### src/rtl/uart_rx_axis_fifo.sv
// UART receiver with configurable frame format, per-word error flags and an
// AXI-Stream master output fed from a first-word-fall-through FIFO.
module uart_rx_axis_fifo #(
   parameter int CLKS_PER_BIT = 868,
   parameter int DATA_BITS    = 8,
   parameter int PARITY       = 0,
   parameter int STOP_BITS    = 1,
   parameter int FIFO_DEPTH   = 32
) (
   input  logic                          i_clk,
   input  logic                          i_rst,
   input  logic                          i_rxd,
   input  logic                          i_m_axis_tready,
   output logic                          o_m_axis_tvalid,
   output logic [DATA_BITS-1:0]          o_m_axis_tdata,
   output logic [1:0]                    o_m_axis_tuser,
   output logic                          o_rxd_busy,
   output logic [$clog2(FIFO_DEPTH):0]   o_fifo_lvl,
   output logic                          o_overflow,
   input  logic                          i_clr_overflow
);

   localparam int CW = $clog2(CLKS_PER_BIT + 1);
   localparam int BW = $clog2(DATA_BITS + 1);
   localparam int AW = $clog2(FIFO_DEPTH);
   localparam int LW = AW + 1;
   localparam int WW = DATA_BITS + 2;

   localparam logic [CW-1:0] HALF_BIT = CW'(CLKS_PER_BIT / 2);
   localparam logic [CW-1:0] FULL_BIT = CW'(CLKS_PER_BIT);

   typedef enum logic [2:0] {
      S_WAIT_HIGH,
      S_IDLE,
      S_START,
      S_DATA,
      S_PARITY,
      S_STOP
   } state_t;

   // ---------------------------------------------------------------- input
   logic rxd_meta_q, rxd_s_q, rxd_prev_q;

   // Two-flop synchroniser plus one delayed copy for falling-edge detection.
   always_ff @(posedge i_clk) begin
      if (i_rst) begin
         rxd_meta_q <= 1'b1;
         rxd_s_q    <= 1'b1;
         rxd_prev_q <= 1'b1;
      end else begin
         rxd_meta_q <= i_rxd;
         rxd_s_q    <= rxd_meta_q;
         rxd_prev_q <= rxd_s_q;
      end
   end

   // ---------------------------------------------------------------- FSM
   state_t                 state_q, state_d;
   logic [CW-1:0]          cnt_q, cnt_d;
   logic [BW-1:0]          bit_q, bit_d;
   logic                   stop_q, stop_d;
   logic [DATA_BITS-1:0]   data_q, data_d;
   logic                   perr_q, perr_d;
   logic                   ferr_q, ferr_d;
   logic                   ferr_now;
   logic                   expire;
   logic                   push;
   logic [WW-1:0]          push_word;

   assign expire = (cnt_q == CW'(1));

   // Receiver state register.
   always_ff @(posedge i_clk) begin
      if (i_rst) begin
         state_q <= S_WAIT_HIGH;
         cnt_q   <= '0;
         bit_q   <= '0;
         stop_q  <= 1'b0;
         data_q  <= '0;
         perr_q  <= 1'b0;
         ferr_q  <= 1'b0;
      end else begin
         state_q <= state_d;
         cnt_q   <= cnt_d;
         bit_q   <= bit_d;
         stop_q  <= stop_d;
         data_q  <= data_d;
         perr_q  <= perr_d;
         ferr_q  <= ferr_d;
      end
   end

   // Next-state logic: every bit is sampled when the baud counter expires.
   always_comb begin
      state_d   = state_q;
      cnt_d     = cnt_q;
      bit_d     = bit_q;
      stop_d    = stop_q;
      data_d    = data_q;
      perr_d    = perr_q;
      ferr_d    = ferr_q;
      ferr_now  = ferr_q | ~rxd_s_q;
      push      = 1'b0;
      push_word = {perr_q, ferr_now, data_q};
      if (state_q != S_WAIT_HIGH && state_q != S_IDLE && !expire)
         cnt_d = cnt_q - CW'(1);
      unique case (state_q)
         S_WAIT_HIGH: begin
            if (rxd_s_q) state_d = S_IDLE;
         end
         S_IDLE: begin
            if (rxd_prev_q && !rxd_s_q) begin
               state_d = S_START;
               cnt_d   = HALF_BIT;
               bit_d   = '0;
               stop_d  = 1'b0;
               perr_d  = 1'b0;
               ferr_d  = 1'b0;
            end
         end
         S_START: begin
            if (expire) begin
               if (!rxd_s_q) begin
                  state_d = S_DATA;
                  cnt_d   = FULL_BIT;
               end else begin
                  state_d = S_IDLE;
               end
            end
         end
         S_DATA: begin
            if (expire) begin
               data_d = {rxd_s_q, data_q[DATA_BITS-1:1]};
               cnt_d  = FULL_BIT;
               if (bit_q == BW'(DATA_BITS - 1))
                  state_d = (PARITY != 0) ? S_PARITY : S_STOP;
               else
                  bit_d = bit_q + BW'(1);
            end
         end
         S_PARITY: begin
            if (expire) begin
               perr_d  = ((^data_q) ^ rxd_s_q) != (PARITY == 1);
               cnt_d   = FULL_BIT;
               state_d = S_STOP;
            end
         end
         S_STOP: begin
            if (expire) begin
               ferr_d = ferr_now;
               if (stop_q == 1'(STOP_BITS - 1)) begin
                  push    = 1'b1;
                  state_d = ferr_now ? S_WAIT_HIGH : S_IDLE;
               end else begin
                  stop_d = 1'b1;
                  cnt_d  = FULL_BIT;
               end
            end
         end
         default: state_d = S_WAIT_HIGH;
      endcase
   end

   assign o_rxd_busy = (state_q != S_WAIT_HIGH) && (state_q != S_IDLE);

   // ---------------------------------------------------------------- FIFO
   logic [WW-1:0] mem_q [FIFO_DEPTH];
   logic [AW-1:0] wr_q, rd_q;
   logic [LW-1:0] lvl_q;
   logic          ovf_q;
   logic          full, do_push, do_pop;
   logic [WW-1:0] head;

   assign full    = (lvl_q == LW'(FIFO_DEPTH));
   assign do_push = push && !full;
   assign do_pop  = (lvl_q != '0) && i_m_axis_tready;

   // Storage array; the head entry is never overwritten while it is visible.
   always_ff @(posedge i_clk) begin
      if (do_push) mem_q[wr_q] <= push_word;
   end

   // Pointers, occupancy and sticky overflow (a drop beats a clear).
   always_ff @(posedge i_clk) begin
      if (i_rst) begin
         wr_q  <= '0;
         rd_q  <= '0;
         lvl_q <= '0;
         ovf_q <= 1'b0;
      end else begin
         if (do_push) wr_q <= wr_q + AW'(1);
         if (do_pop)  rd_q <= rd_q + AW'(1);
         unique case ({do_push, do_pop})
            2'b10:   lvl_q <= lvl_q + LW'(1);
            2'b01:   lvl_q <= lvl_q - LW'(1);
            default: lvl_q <= lvl_q;
         endcase
         if (push && full)        ovf_q <= 1'b1;
         else if (i_clr_overflow) ovf_q <= 1'b0;
      end
   end

   assign head            = mem_q[rd_q];
   assign o_m_axis_tvalid = (lvl_q != '0);
   assign o_m_axis_tdata  = o_m_axis_tvalid ? head[DATA_BITS-1:0] : '0;
   assign o_m_axis_tuser  = o_m_axis_tvalid ? head[WW-1 -: 2] : 2'b00;
   assign o_fifo_lvl      = lvl_q;
   assign o_overflow      = ovf_q;

endmodule

### config.mk
export PLATFORM = sky130hd
export DESIGN_NAME = uart_rx_axis_fifo
export DESIGN_NICKNAME = d
export VERILOG_FILES = /design/src/rtl/uart_rx_axis_fifo.sv
export SDC_FILE = /design/constraint.sdc
export NUM_CORES = 1
export LEC_CHECK = 0
export ABC_AREA = 1
export BUFFER_PORTS_ARGS = -buffer_cell sky130_fd_sc_hd__buf_2
export CAP_MARGIN = 40
export CORE_MARGIN = 4
export CORE_UTILIZATION = 57
export DETAILED_ROUTE_END_ITERATION = 7
export GPL_ROUTABILITY_DRIVEN = 0
export PLACE_DENSITY = 0.79
export SYNTH_ARGS = -nofsm -noshare
export SYNTH_HDL_FRONTEND = slang
export SYNTH_SLANG_ARGS = --single-unit
export TNS_END_PERCENT = 50
### constraint.sdc
create_clock -name i_clk -period 2.7 [get_ports i_clk]
set_input_delay 0.54 -clock i_clk [delete_from_list [all_inputs] [get_ports i_clk]]
set_output_delay 0.54 -clock i_clk [all_outputs]
set_load 0.1 [all_outputs]
# Word level (Yosys, flattened, before mapping)
# Memory sizes are Yosys's and may differ from the RTL's. A register that Yosys moved wholly into a read port is not among the register bits.
# Index checks and enable logic that the tools add are counted.
# Widths: inputs -> output; s select.
dict set report classes {
  n_mux 43
  n_reduce_logical 24
  bitwise_logic 3
  n_eq_ne 20
  addsub 6
}
# operator n
set ops {}
lappend ops {{$mux 10} 7}
lappend ops {{$pmux 10 s4} 1}
lappend ops {{$mux 3} 8}
lappend ops {{$ne 2x2->1 const B} 9}
lappend ops {{$pmux 3 s6} 1}
lappend ops {{$mux 1} 13}
lappend ops {{$mux 4} 3}
lappend ops {{$pmux 6 s2} 1}
lappend ops {{$add 5x1->5 const B} 2}
lappend ops {{$eq 10x1->1 const B} 1}
lappend ops {{$mux 5} 2}
lappend ops {{$reduce_bool 2->1} 5}
lappend ops {{$sub 10x1->10 const B} 1}
lappend ops {{$mux 8} 1}
lappend ops {{$pmux 4 s2} 1}
lappend ops {{$reduce_and 8->1} 1}
lappend ops {{$reduce_xor 8->1} 1}
lappend ops {{$add 6x1->6 const B} 1}
lappend ops {{$eq 3x2->1 const B} 2}
lappend ops {{$eq 3x3->1 const B} 2}
lappend ops {{$eq 6x6->1 const B} 1}
lappend ops {{$logic_and 1x1->1} 6}
lappend ops {{$pmux 1 s2} 3}
lappend ops {{$reduce_and 3->1} 2}
lappend ops {{18 further kinds} 21}
dict set report totals {
  inputBits 5
  word_cells 111
  output_inout_bits 19
  ram_bits 320
  reg_bits 48
  n_memories 1
}
# memory words word_bits read_ports rd_ports_with_merged_regs write_ports line
set memory_table {}
lappend memory_table {mem_q 32 10 1 1 1 167} ;# logic [WW-1:0] mem_q [FIFO_DEPTH];

# Logic depth before layout (Yosys ltp)
# Gate-level depths: netlist of the first run.
dict set report logic_depth {
  depth_word 7
  ltp_mapped 19
  depth_no_buf 19
}

# Least setup slack after synthesis of the first run
# OpenSTA, ideal clock, no wires.
dict set report synth_timing {
  kind {reg2out}
  from {register lvl_q[4] (netlist: o_fifo_lvl[4])}
  to {output port o_m_axis_tdata[0]}
  t_required_ns 2.160
  n_path_buf 1
  path_slack_ns -1.701
  t_arrival_ns 3.861
  stages_incl_launch_ff 6
  path_cell_list {dfxtp_1 > inv_1 > nand4_1 > clkbuf_1 > o21ai_0 > nor2_1}
}
dict set report synth_between {
  elab_chain_cells 2
}
# element line
set synth_rtl {}
lappend synth_rtl {{start: declaration} 169} ;# logic [LW-1:0] lvl_q;
lappend synth_rtl {{start signal: assignment} 194} ;# 2'b10: lvl_q <= lvl_q + LW'(1);
lappend synth_rtl {{start signal: assignment} 195} ;# 2'b01: lvl_q <= lvl_q - LW'(1);
lappend synth_rtl {{start signal: assignment} 196} ;# default: lvl_q <= lvl_q;
lappend synth_rtl {{$reduce_bool 6->1} 204} ;# assign o_m_axis_tvalid = (lvl_q != '0);
lappend synth_rtl {{via o_m_axis_tvalid} 14} ;# output logic o_m_axis_tvalid,
lappend synth_rtl {{$mux 8} 205} ;# assign o_m_axis_tdata = o_m_axis_tvalid ? head[DATA_BITS-1:0] : '0;
lappend synth_rtl {{end: declaration} 15} ;# output logic [DATA_BITS-1:0] o_m_axis_tdata,
# The timed path passes the listed nets, and every way through them passes these cells.

==> out/results.tsv, run 1 <==
stage	metric	value	unit
grt	track_usage	27.23	%
clock_network	ctsRootBufferMaster	clkbuf_16	
route	final_antenna_net_count	0	
critical_path	required	2.16	ns
grt	overflow	0	
die	dieHeight	174.8	um
critical_path	cp-end-kind	output pin	
outcome	failed_checks	setup timing	
yosys	yosys_register_bits	372	
power_and_ir_drop	power_leakage	7.181	nW
hold_path	hold_class	in2reg	
power_and_ir_drop	pwr-share-clk	26.3	%
die	ioPinCount	24	
power_and_ir_drop	p_int	12.60	mW
placed_design	hpwl	22.67	mm
clock_network	cts_tree	done	
timing	slew_viol_final	0	
grt	grt_max_degree	52	
critical_path	critPathArrivalTime	2.36	ns
cells_and_area	diodes	0	
route	wl	44.01	mm
timing	setup_tns	-1.574	ns
placed_design	port_buffers	23	
clock_network	clock-sinks	372	
route	via_per_inst	6.148	
power_and_ir_drop	combPwrFrac	41.4	%
timing	slew_headroom	52.78	%
critical_path	critical_path_class	reg2out	
timing	finalSetupViolCount	10	
cells_and_area	nets	1601	
grt	antenna_found_initial	0	
route	drtIter0Drc	1619	
timing	period_share	107.4	%
yosys	synth.most_common_cell	nand2_1	
critical_path	regToRegStartpoint	cnt_q[0]$_SDFF_PP0_	
clock_network	clk-insertion-delay-late	0.52	ns
clock_network	clk_pin_slew_worst_paths	0.06	ns
yosys	netlist_top_cells_count	391 x nand2_1, 320 x edfxtp_1, 164 x nand3_1, 153 x nor2_1, 90 x o21ai_0	
yosys	synth_top_area_share	60.60	%
die	dieArea	30550	um^2
route	route.vias.total	12191	
critical_path	worstPathMaxFanout	8	
clock_network	cts_buffers	39	
yosys	yosysTopAreaCell	edfxtp_1	
timing	worstMarginPinSlew	0.7040	ns
critical_path	cp-endpoint	o_m_axis_tdata[5]	
yosys	avgSynthCellArea	10.65	um^2
power_and_ir_drop	p_seq_share	32.3	%
power_and_ir_drop	p_per_area	1046	nW/um^2
route	wl_per_cell	22.19	um
timing	grt_setup_unrepaired	true	
critical_path	worst_r2r_endpoint	o_fifo_lvl[4]$_SDFFE_PP0P_	
yosys	ys_seq_area_share	67.16	%
grt	grt_pass1_vias	12049	
timing	fin_crit	2.899	ns
critical_path	reg2regPathDepth	17	
cells_and_area	area_growth	22.84	%
placed_design	pre_cts_slack	0.1615	ns
timing	fmax	0.3449	GHz
yosys	ys_warn_count	0	
timing	fin_skew	0.01899	ns
clock_network	htree_levels	2	
yosys	async_flop_share	0	%
route	firstDrtPassIters	5	
outcome	status	finished, violations left	
critical_path	r2r_setup_slack	0.21	ns
critical_path	cp-start-kind	flip-flop	
die	start_util	58.35	%
die	die_w	174.8	um
yosys	syn-num-nets	1505	
clock_network	cts_buffer_depth	3	
timing	finalHoldViolations	0	
power_and_ir_drop	p_sw	7.785	mW
die	rows	60	
run	cap_violations	0	
yosys	synth_cell_types	44	
power_and_ir_drop	irDropWorstVdd	1107	uV
yosys	syn-instance-count	1489	
route	drcViolationCount	0	
yosys	synth.area.top_cells	edfxtp_1 61%, nand2_1 9.3%, dfxtp_1 6.6%	
yosys	synth-edff-count	320	
grt	grt_pass1_wl	65.38	mm
power_and_ir_drop	switching_share	38.19	%
cells_and_area	fill_cells	1687	
yosys	syn_area	15860	um^2
cells_and_area	drive_above_1_share	21.23	%
timing	setup_ws	-0.1991	ns
die	core_area	27180	um^2
yosys	synth-main-ff-cell	edfxtp_1	
==> through the flow <==
step,hold WS (ns),cell area (um^2),power [mW],util [%],instances
after floorplan,0.3895,15940,11.37,-,1489
after global placement,0.3958,16930,12.94,62.29,1883
after detailed placement,0.3971,16930,13.08,62.29,1883
after CTS,0.1917,19020,19.60,70.00,1975
after global routing,0.2144,19480,21.13,71.68,1983
final,0.2098,19480,20.38,71.68,1983
==> logic make-up after synthesis <==
family | after synthesis | share of synthesized area [%]
flip-flops | 372 | 67.16
adder cells (fa/ha/maj) | 11 | 0.8679
AO/OA/AOI/OAI | 205 | 7.022
XOR/XNOR | 15 | 0.8285
buffers and inverters | 137 | 3.787
AND/OR/NAND/NOR | 749 | 20.33
==> what timing repair did <==
| action | CTS | global route |
|---|---|---|
| endpoints found under the setup margin | 10 | 13 |
| resized for setup | 96 | 92 |
| pin swaps | 24 | 41 |
| hold buffers | 0 | 0 |
| buffers inserted | 12 | 3 |
| cloned | 14 | 6 |
==> per-layer routing <==
layer,vias up,GRT usage (%),share of wire (%)
li1,5354,-,-
met1,5852,33.91,35
met2,808,47.00,50
met3,177,5.669,11
met4,0,10.64,3.9
met5,-,0,0
==> worst min path at each step <==
stage	slack (ns)	cells past startpoint	end	from
after floorplan	0.39	1	rxd_s_q$_SDFF_PP1_	rxd_meta_q$_SDFF_PP1_
after global placement	0.40	1	rxd_s_q$_SDFF_PP1_	rxd_meta_q$_SDFF_PP1_
after detailed placement	0.40	1	rxd_s_q$_SDFF_PP1_	rxd_meta_q$_SDFF_PP1_
after CTS	0.19	2	rxd_meta_q$_SDFF_PP1_	i_rxd
after global routing	0.21	2	rxd_meta_q$_SDFF_PP1_	i_rxd
final	0.21	2	rxd_meta_q$_SDFF_PP1_	i_rxd
==> placed cells by master, fill, tap and decap left out, types with 13 or more instances in the layout <==
cell type  Yosys  layout
a21oi_1       73      52
a21oi_2        2      21
buf_12         0      24
buf_16         0      14
buf_2         36      13
buf_4          3      62
clkbuf_16      0      48
dfxtp_1       52      43
edfxtp_1     320     320
inv_1         50      48
nand2_1      391     369
nand2_2        3      21
nand3_1      164     149
nand3_2        1      16
nor2_1       153     125
nor2_2         2      18
nor2_4         2      14
o21ai_0       90      58
o21ai_1       11      26
==> layout make-up <==
type	instances	area, um^2	share of cell area, %
repair buffers	128	1694	8.697
inverters	64	257.7	1.323
clock inverters	19	191.4	0.9827
clock buffers	48	1084	5.562
multi-input cells	980	5121	26.29
well taps	372	465.4	2.389
flip-flops and latches	372	10670	54.76
==> registers in the layout, summed over array words and instances (netlist names), named ones only <==
name        count
ferr_q          1
rxd_s_q         1
wr_q            5
o_overflow      1
perr_q          1
state_q         3
data_q          8
bit_q           4
o_fifo_lvl      6
rd_q            5
cnt_q          10
rxd_meta_q      1
mem_q         320
rxd_prev_q      1
==> power groups by stage <==
stage	Sequential [mW]	Clock, mW	Combinational [mW]
floorplan	6.90	0	4.47
global placement	6.67	0	6.27
detailed placement	6.68	0	6.40
CTS	6.57	5.36	7.68
global route	6.61	5.64	8.89
finish	6.58	5.35	8.45
==> worst max-delay path, stage by stage (launching register included) <==
cell,delay [ns]
dfxtp_4,0.38
buf_12,0.15
buf_12,0.16
clkbuf_16,0.18
o21ai_1,0.15
nor2_1,0.07
o31ai_1,0.22
nand2_1,0.12
nor2_2,0.17
nor2_4,0.06
buf_12,0.17
(Power assumes the default switching activity.)
==> run 2: changes to the inputs <==
--- a/config.mk
+++ b/config.mk
@@ -6,7 +6,7 @@
 export NUM_CORES = 1
 export LEC_CHECK = 0
 export ABC_AREA = 1
-export BUFFER_PORTS_ARGS = -buffer_cell sky130_fd_sc_hd__buf_2
+export BUFFER_PORTS_ARGS = -buffer_cell sky130_fd_sc_hd__buf_4
 export CAP_MARGIN = 40
 export CORE_MARGIN = 4
 export CORE_UTILIZATION = 57
==> run 2 against run 1 <==
  * The flow still finishes with violations (setup timing)
  * Critical path type unchanged
  * Design area shrank 0.89%
  * Clock power shrank 11%
  * Clock skew grew 0.010 ns
  * Largest power group unchanged
  * First-iteration DRC count shrank 10%
  * Critical endpoint is now o_m_axis_tdata[3]
==> out/results.tsv, run 2 (synthesis results as in run 1) <==
stage	metric	value	unit	change
timing	finalSetupViolCount	10		unchanged
timing	period_share	111.2	%	+3.9 points
critical_path	path_buf_inv	4		unchanged
clock_network	htree_levels	2		unchanged
power_and_ir_drop	combPwrFrac	42.5	%	+1.1 points
route	wl	42.76	mm	-2.8%
critical_path	required	2.16	ns	about the same
route	via_per_inst	6.036		-1.8%
clock_network	clock-sinks	372		unchanged
power_and_ir_drop	irDropWorstVdd	924.3	uV	-16%
timing	fin_skew	0.02905	ns	+0.01006 ns
route	wl_per_cell	21.67	um	-2.4%
timing	slew_viol_final	0		unchanged
critical_path	critPathArrivalTime	2.46	ns	+0.10 ns
timing	worstMarginPinSlew	0.7859	ns	+0.08192 ns
power_and_ir_drop	pwr-share-clk	24.1	%	-2.2 points
route	drcViolationCount	0		unchanged
cells_and_area	layout_common_cells	362 x nand2_1, 320 x edfxtp_1, 141 x nand3_1		
timing	fmax	0.3330	GHz	-3.5%
cells_and_area	regArea	10670	um^2	about the same
route	firstDrtPassIters	5		unchanged
placed_design	hpwl	22.15	mm	-2.3%
critical_path	critical_path_class	reg2out		
die	die_w	174.8	um	unchanged
power_and_ir_drop	p_seq_share	33.4	%	+1.1 points
grt	antenna_found_initial	0		unchanged
die	dieArea	30550	um^2	unchanged
cells_and_area	multiInputGateArea	5159	um^2	+0.73%
critical_path	worstPathMaxFanout	26		+18
critical_path	crit_chain	clkinv_8 -> buf_12 -> buf_16 -> nand2_1 -> a21oi_1 -> o31ai_2 -> nand2_1 -> nor2_2 -> nor2_4 -> buf_12		
grt	use_met1	34.50	%	+0.60 points
power_and_ir_drop	finalPower	19.71	mW	-3.3%
die	dieHeight	174.8	um	unchanged
critical_path	slowest_delay	0.45	ns	+0.07 ns
cells_and_area	reg.largest.list	mem_q x320, cnt_q x10, data_q x8		
power_and_ir_drop	p_sw	7.670	mW	-1.5%
die	start_util	58.35	%	unchanged
outcome	failed_checks	setup timing		
power_and_ir_drop	switching_share	38.92	%	+0.72 points
timing	fin_crit	3.003	ns	+0.1040 ns
placed_design	port_buffers	23		unchanged
die	core_area	27180	um^2	unchanged
cells_and_area	fin_util	71.04	%	-0.64 points
route	drtIter0Drc	1452		-10%
cells_and_area	final_common_cell	nand2_1		
power_and_ir_drop	p_int	12.04	mW	-4.4%
grt	met2_usage	46.11	%	-0.89 points
cells_and_area	nets	1590		-0.69%
cells_and_area	diodes	0		unchanged
cells_and_area	drive_above_1_share	21.05	%	-0.18 points
cells_and_area	largest_reg_flops	320		unchanged
timing	grt_setup_unrepaired	true		
grt	grt_pass1_wl	65.37	mm	about the same
route	final_antenna_net_count	0		unchanged
grt	gr-usage-met3	5.993	%	+0.32 points
critical_path	cpMaxStageDelayCell	dfxtp_4		
hold_path	hold_class	in2reg		
grt	grt_pass1_vias	11849		-1.7%
clock_network	clk_pin_slew_worst_paths	0.07	ns	about the same
clock_network	cts_buffer_depth	3		unchanged
die	rows	60		unchanged
clock_network	ctsRootBufferMaster	clkbuf_16		
cells_and_area	area_growth	21.75	%	
die	ioPinCount	24		unchanged
clock_network	cts_buffers	37		-5.1%
clock_network	cts_tree	done		
critical_path	cp-start-kind	flip-flop		
clock_network	postCtsHoldBufs	0		unchanged
timing	setup_ws	-0.3031	ns	-0.1040 ns
critical_path	critPathTopFamily	buffers and inverters		
critical_path	cp-end-kind	output pin		
route	route.vias.total	11910		-2.3%
grt	grt_max_degree	56		+7.7%
cells_and_area	regMostFlops	mem_q		
grt	overflow	0		unchanged
outcome	status	finished, violations left		
timing	finalHoldViolations	0		unchanged
grt	track_usage	27.41	%	+0.18 points
clock_network	clk-insertion-delay-late	0.54	ns	+0.02 ns
power_and_ir_drop	power_leakage	7.079	nW	-1.4%
timing	slew_headroom	47.55	%	-5.2 points
power_and_ir_drop	p_per_area	1021	nW/um^2	-2.4%
grt	busiest_layer	met2		
run	cap_violations	0		unchanged
cells_and_area	fill_cells	1691		+0.24%
-- run 2: cell types whose count changed in the layout (fill, tap and decap cells not counted), moves of 6 or more --
cell	delta
buf_2	-13
nand3_2	+8
nand3_1	-8
buf_4	+7
nand2_2	+9
o21ai_2	-7
nand2_1	-7
o21ai_0	+6
clkbuf_16	-6
-- run 2: worst paths after layout --
kind	startpoint	to	slack (ns)	depth (start not counted)
worst max-delay path	flip-flop	o_m_axis_tdata[3]	-0.30	10
worst min-delay path	i_rxd	rxd_meta_q$_SDFF_PP1_	0.21	2
worst max register to register	cnt_q[0]$_SDFF_PP0_	o_fifo_lvl[4]$_SDFFE_PP0P_	0.18	17
worst min register to register	rxd_meta_q$_SDFF_PP1_	rxd_s_q$_SDFF_PP1_	0.41	1
-- run 2: worst register-to-register path, delay by kind of cell (launching register included) --
family                   cells  cell delay [ns]
AND/OR/NAND/NOR             10             1.12
adder cells (fa/ha/maj)      3             0.58
flip-flops                   1             0.38
buffers and inverters        2             0.10
AO/OA/AOI/OAI                2             0.24
-- run 2: through the flow --
step / TNS [ns] / cells / hold slack, ns / setup slack [ns] / cell area (um^2)
global placement: 0 / 1880 / 0.4015 / 0.2007 / 16860
finish: -2.422 / 1973 / 0.2119 / -0.3031 / 19310
detailed placement: 0 / 1880 / 0.3946 / 0.1236 / 16860
CTS: -1.394 / 1967 / 0.1988 / -0.1507 / 18970
global route: -2.935 / 1973 / 0.2092 / -0.3573 / 19310
floorplan: 0 / 1489 / 0.3895 / 0.08456 / 15940
-- run 2: repair_timing --
action / 4_1_cts / 5_1_grt
cloned: 14 / 3
setup endpoints to repair: 10 / 13
pin swaps: 37 / 41
buffers inserted: 9 / 6
resized for setup: 139 / 67
-- run 2: power groups by stage --
stage | clock [mW] | sequential, mW | combinational, mW
2_1_floorplan | 0 | 6.90 | 4.47
3_3_place_gp | 0 | 6.67 | 6.14
3_5_place_dp | 0 | 6.68 | 6.26
4_1_cts | 4.76 | 6.58 | 7.81
5_1_grt | 5.05 | 6.61 | 8.83
6_report | 4.75 | 6.58 | 8.37
-- run 2: area by class of cell --
| cell class | instances | area share, % |
|---|---|---|
| sequential | 372 | 55.24 |
| clock inverter | 18 | 0.4861 |
| inverter | 64 | 1.374 |
| multi-input combinational | 980 | 26.72 |
| tap | 372 | 2.411 |
| timing repair buffer | 119 | 8.535 |
| clock buffer | 48 | 5.230 |
-- run 2: layer usage --
metal	vias up	routed length, um	share of wire [%]
li1	5323	-	-
met1	5639	15240	36
met2	819	21330	50
met3	129	4615	11
met4	0	1582	3.7
met5	-	0	0
==> run 3: changes to the inputs <==
--- a/config.mk
+++ b/config.mk
@@ -8,8 +8,10 @@
 export ABC_AREA = 1
 export BUFFER_PORTS_ARGS = -buffer_cell sky130_fd_sc_hd__buf_4
 export CAP_MARGIN = 40
+export CELL_PAD_IN_SITES_DETAIL_PLACEMENT = 1
+export CELL_PAD_IN_SITES_GLOBAL_PLACEMENT = 1
 export CORE_MARGIN = 4
-export CORE_UTILIZATION = 57
+export CORE_UTILIZATION = 46
 export DETAILED_ROUTE_END_ITERATION = 7
 export GPL_ROUTABILITY_DRIVEN = 0
 export PLACE_DENSITY = 0.79
==> run 3 against run 2 <==
  * The flow still finishes with violations (setup timing)
  * Sequential share of layout area decreased by 1.0 points
  * Power increased by 3.7%
  * Global-route usage decreased by 0.067 points
  * Combinational power increased by 5.4%
  * Cell count increased by 5.4%
  * Non-clock buffer count increased by 29
  * Maximum frequency decreased by 1.4%
  * Die area increased by 23%
  * Setup slack got worse by 0.042 ns
  * Wire length increased by 28%
  * Critical path type unchanged
  * Critical endpoint unchanged
==> out/results.tsv, run 3 (synthesis results as in run 1) <==
stage	metric	value	unit	change
cells_and_area	final_common_cell	nand2_1		
outcome	status	finished, violations left		
route	firstDrtPassIters	5		unchanged
timing	setup_tns	-2.610	ns	-0.1886 ns
die	core_area	33780	um^2	+24%
die	rows	67		+12%
critical_path	required	2.16	ns	about the same
power_and_ir_drop	power_leakage	7.222	nW	+2.0%
timing	grt_setup_unrepaired	true		
timing	period_share	112.8	%	+1.5 points
cells_and_area	fin_area	19680	um^2	+1.9%
clock_network	postCtsHoldBufs	0		unchanged
route	via_per_inst	6.004		-0.54%
timing	fin_skew	0.01517	ns	-0.01388 ns
timing	holdWs	0.2056	ns	-0.006362 ns
timing	slew_headroom	42.46	%	-5.1 points
timing	slew_viol_final	0		unchanged
clock_network	cts_tree	done		
clock_network	htree_levels	2		unchanged
timing	finalSetupViolCount	10		unchanged
cells_and_area	fin_cells	2079		+5.4%
clock_network	clk-insertion-delay-late	0.52	ns	-0.02 ns
timing	fin_crit	3.045	ns	+0.04152 ns
clock_network	cts_buffers	39		+5.4%
placed_design	port_buffers	23		unchanged
grt	overflow	0		unchanged
cells_and_area	fin_util	58.24	%	-13 points
grt	grt_pass1_vias	13165		+11%
route	route.vias.total	12482		+4.8%
clock_network	ctsRootBufferMaster	clkbuf_16		
power_and_ir_drop	irDropWorstVdd	1024	uV	+11%
clock_network	clk_pin_slew_worst_paths	0.06	ns	about the same
hold_path	min_from	i_rxd		
critical_path	critPathArrivalTime	2.50	ns	+0.04 ns
cells_and_area	diodes	0		unchanged
placed_design	pre_cts_slack	0.007811	ns	-0.1158 ns
cells_and_area	nets	1621		+1.9%
route	wl_per_cell	26.31	um	+21%
die	start_util	46.94	%	-11 points
cells_and_area	area_growth	24.07	%	
critical_path	cp-end-kind	output pin		
hold_path	hold_class	in2reg		
power_and_ir_drop	finalPower	20.43	mW	+3.7%
die	dieHeight	193.7	um	+11%
cells_and_area	largest_reg_flops	320		unchanged
cells_and_area	layout_common_cells	356 x nand2_1, 320 x edfxtp_1, 142 x nand3_1		
cells_and_area	regMostFlops	mem_q		
die	ioPinCount	24		unchanged
cells_and_area	fill_cells	3469		+110%
placed_design	place_area	17120	um^2	+1.6%
grt	track_usage	27.34	%	-0.067 points
placed_design	place_inst	1973		+4.9%
die	dieArea	37510	um^2	+23%
timing	worstMarginPinSlew	0.8620	ns	+0.07607 ns
run	cap_violations	0		unchanged
power_and_ir_drop	p_per_area	1038	nW/um^2	+1.7%
clock_network	cts_buffer_depth	3		unchanged
critical_path	cp-start-kind	flip-flop		
cells_and_area	reg.largest.list	mem_q x320, cnt_q x10, data_q x8		
grt	grt_pass1_wl	79.47	mm	+22%
route	final_antenna_net_count	0		unchanged
outcome	failed_checks	setup timing		
route	drcViolationCount	0		unchanged
timing	finalHoldViolations	0		unchanged
grt	antenna_found_initial	0		unchanged
grt	grt_max_degree	40		-29%
critical_path	critical_path_class	reg2out		
route	drtIter0Drc	1484		+2.2%
critical_path	worstPathMaxFanout	7		-73%
timing	setup_ws	-0.3446	ns	-0.04152 ns
die	die_w	193.7	um	+11%
route	wl	54.69	mm	+28%
placed_design	hpwl	28.81	mm	+30%
critical_path	regToRegStartpoint	o_fifo_lvl[0]$_SDFFE_PP0P_		
cells_and_area	drive_above_1_share	23.36	%	+2.3 points
timing	fmax	0.3285	GHz	-1.4%
clock_network	clock-sinks	372		unchanged
[run 3: cell types whose count changed in the layout (fill, tap and decap cells not counted), sizes merged]
cell / before / now
inv: 58 / 57
clkbuf: 51 / 57
clkinv: 21 / 18
bufbuf: 4 / 2
clkinvlp: 3 / 1
buf: 112 / 144
[run 3: final cells by class]
type | count | area, um^2 | area share, %
clock buffers | 55 | 1079 | 5.482
clock inverters | 12 | 53.80 | 0.2735
inverters | 64 | 264.0 | 1.342
multi-input cells | 980 | 5276 | 26.82
flip-flops and latches | 372 | 10670 | 54.22
well taps | 448 | 560.5 | 2.849
repair buffers | 148 | 1774 | 9.017
[run 3: worst max-delay path, stage by stage, from the launching register on]
cell     delay, ns
dfxtp_4       0.44
buf_12        0.20
buf_12        0.13
buf_6         0.14
nand2_1       0.10
nand3_2       0.12
nand3_2       0.12
nand2_2       0.11
nand2_1       0.07
nand2_1       0.11
o21ai_2       0.09
nor2_4        0.16
buf_12        0.19
[run 3: worst paths after layout]
check	to	slack [ns]	cells after the start
max reg2reg	o_fifo_lvl[4]$_SDFFE_PP0P_	0.15	18
min	rxd_meta_q$_SDFF_PP1_	0.21	2
max	o_m_axis_tdata[3]	-0.34	12
min reg2reg	rxd_s_q$_SDFF_PP1_	0.41	1
[run 3: what timing repair did]
action,in CTS,in global routing
pin swaps,46,49
resized for setup,144,107
setup endpoints to repair,10,14
cloned,12,2
buffers inserted,27,5
[run 3: routing by layer]
layer | vias up | routed length [um] | part of all wire (%) | GRT usage [%]
li1 | 5390 | - | - | -
met1 | 6274 | 20480 | 37 | 33.76
met5 | - | 0 | 0 | 0
met3 | 171 | 4109 | 7.5 | 5.213
met2 | 647 | 27530 | 50 | 47.43
met4 | 0 | 2582 | 4.7 | 11.30
[run 3: report_power, final]
part / switching, mW / leakage [nW] / total [mW] / internal [mW]
sequential: 0.245 / 3.39 / 6.59 / 6.35
combinational: 5.72 / 3.28 / 8.82 / 3.10
clock: 2.24 / 0.557 / 5.02 / 2.78
total: 8.21 / 7.22 / 20.4 / 12.2
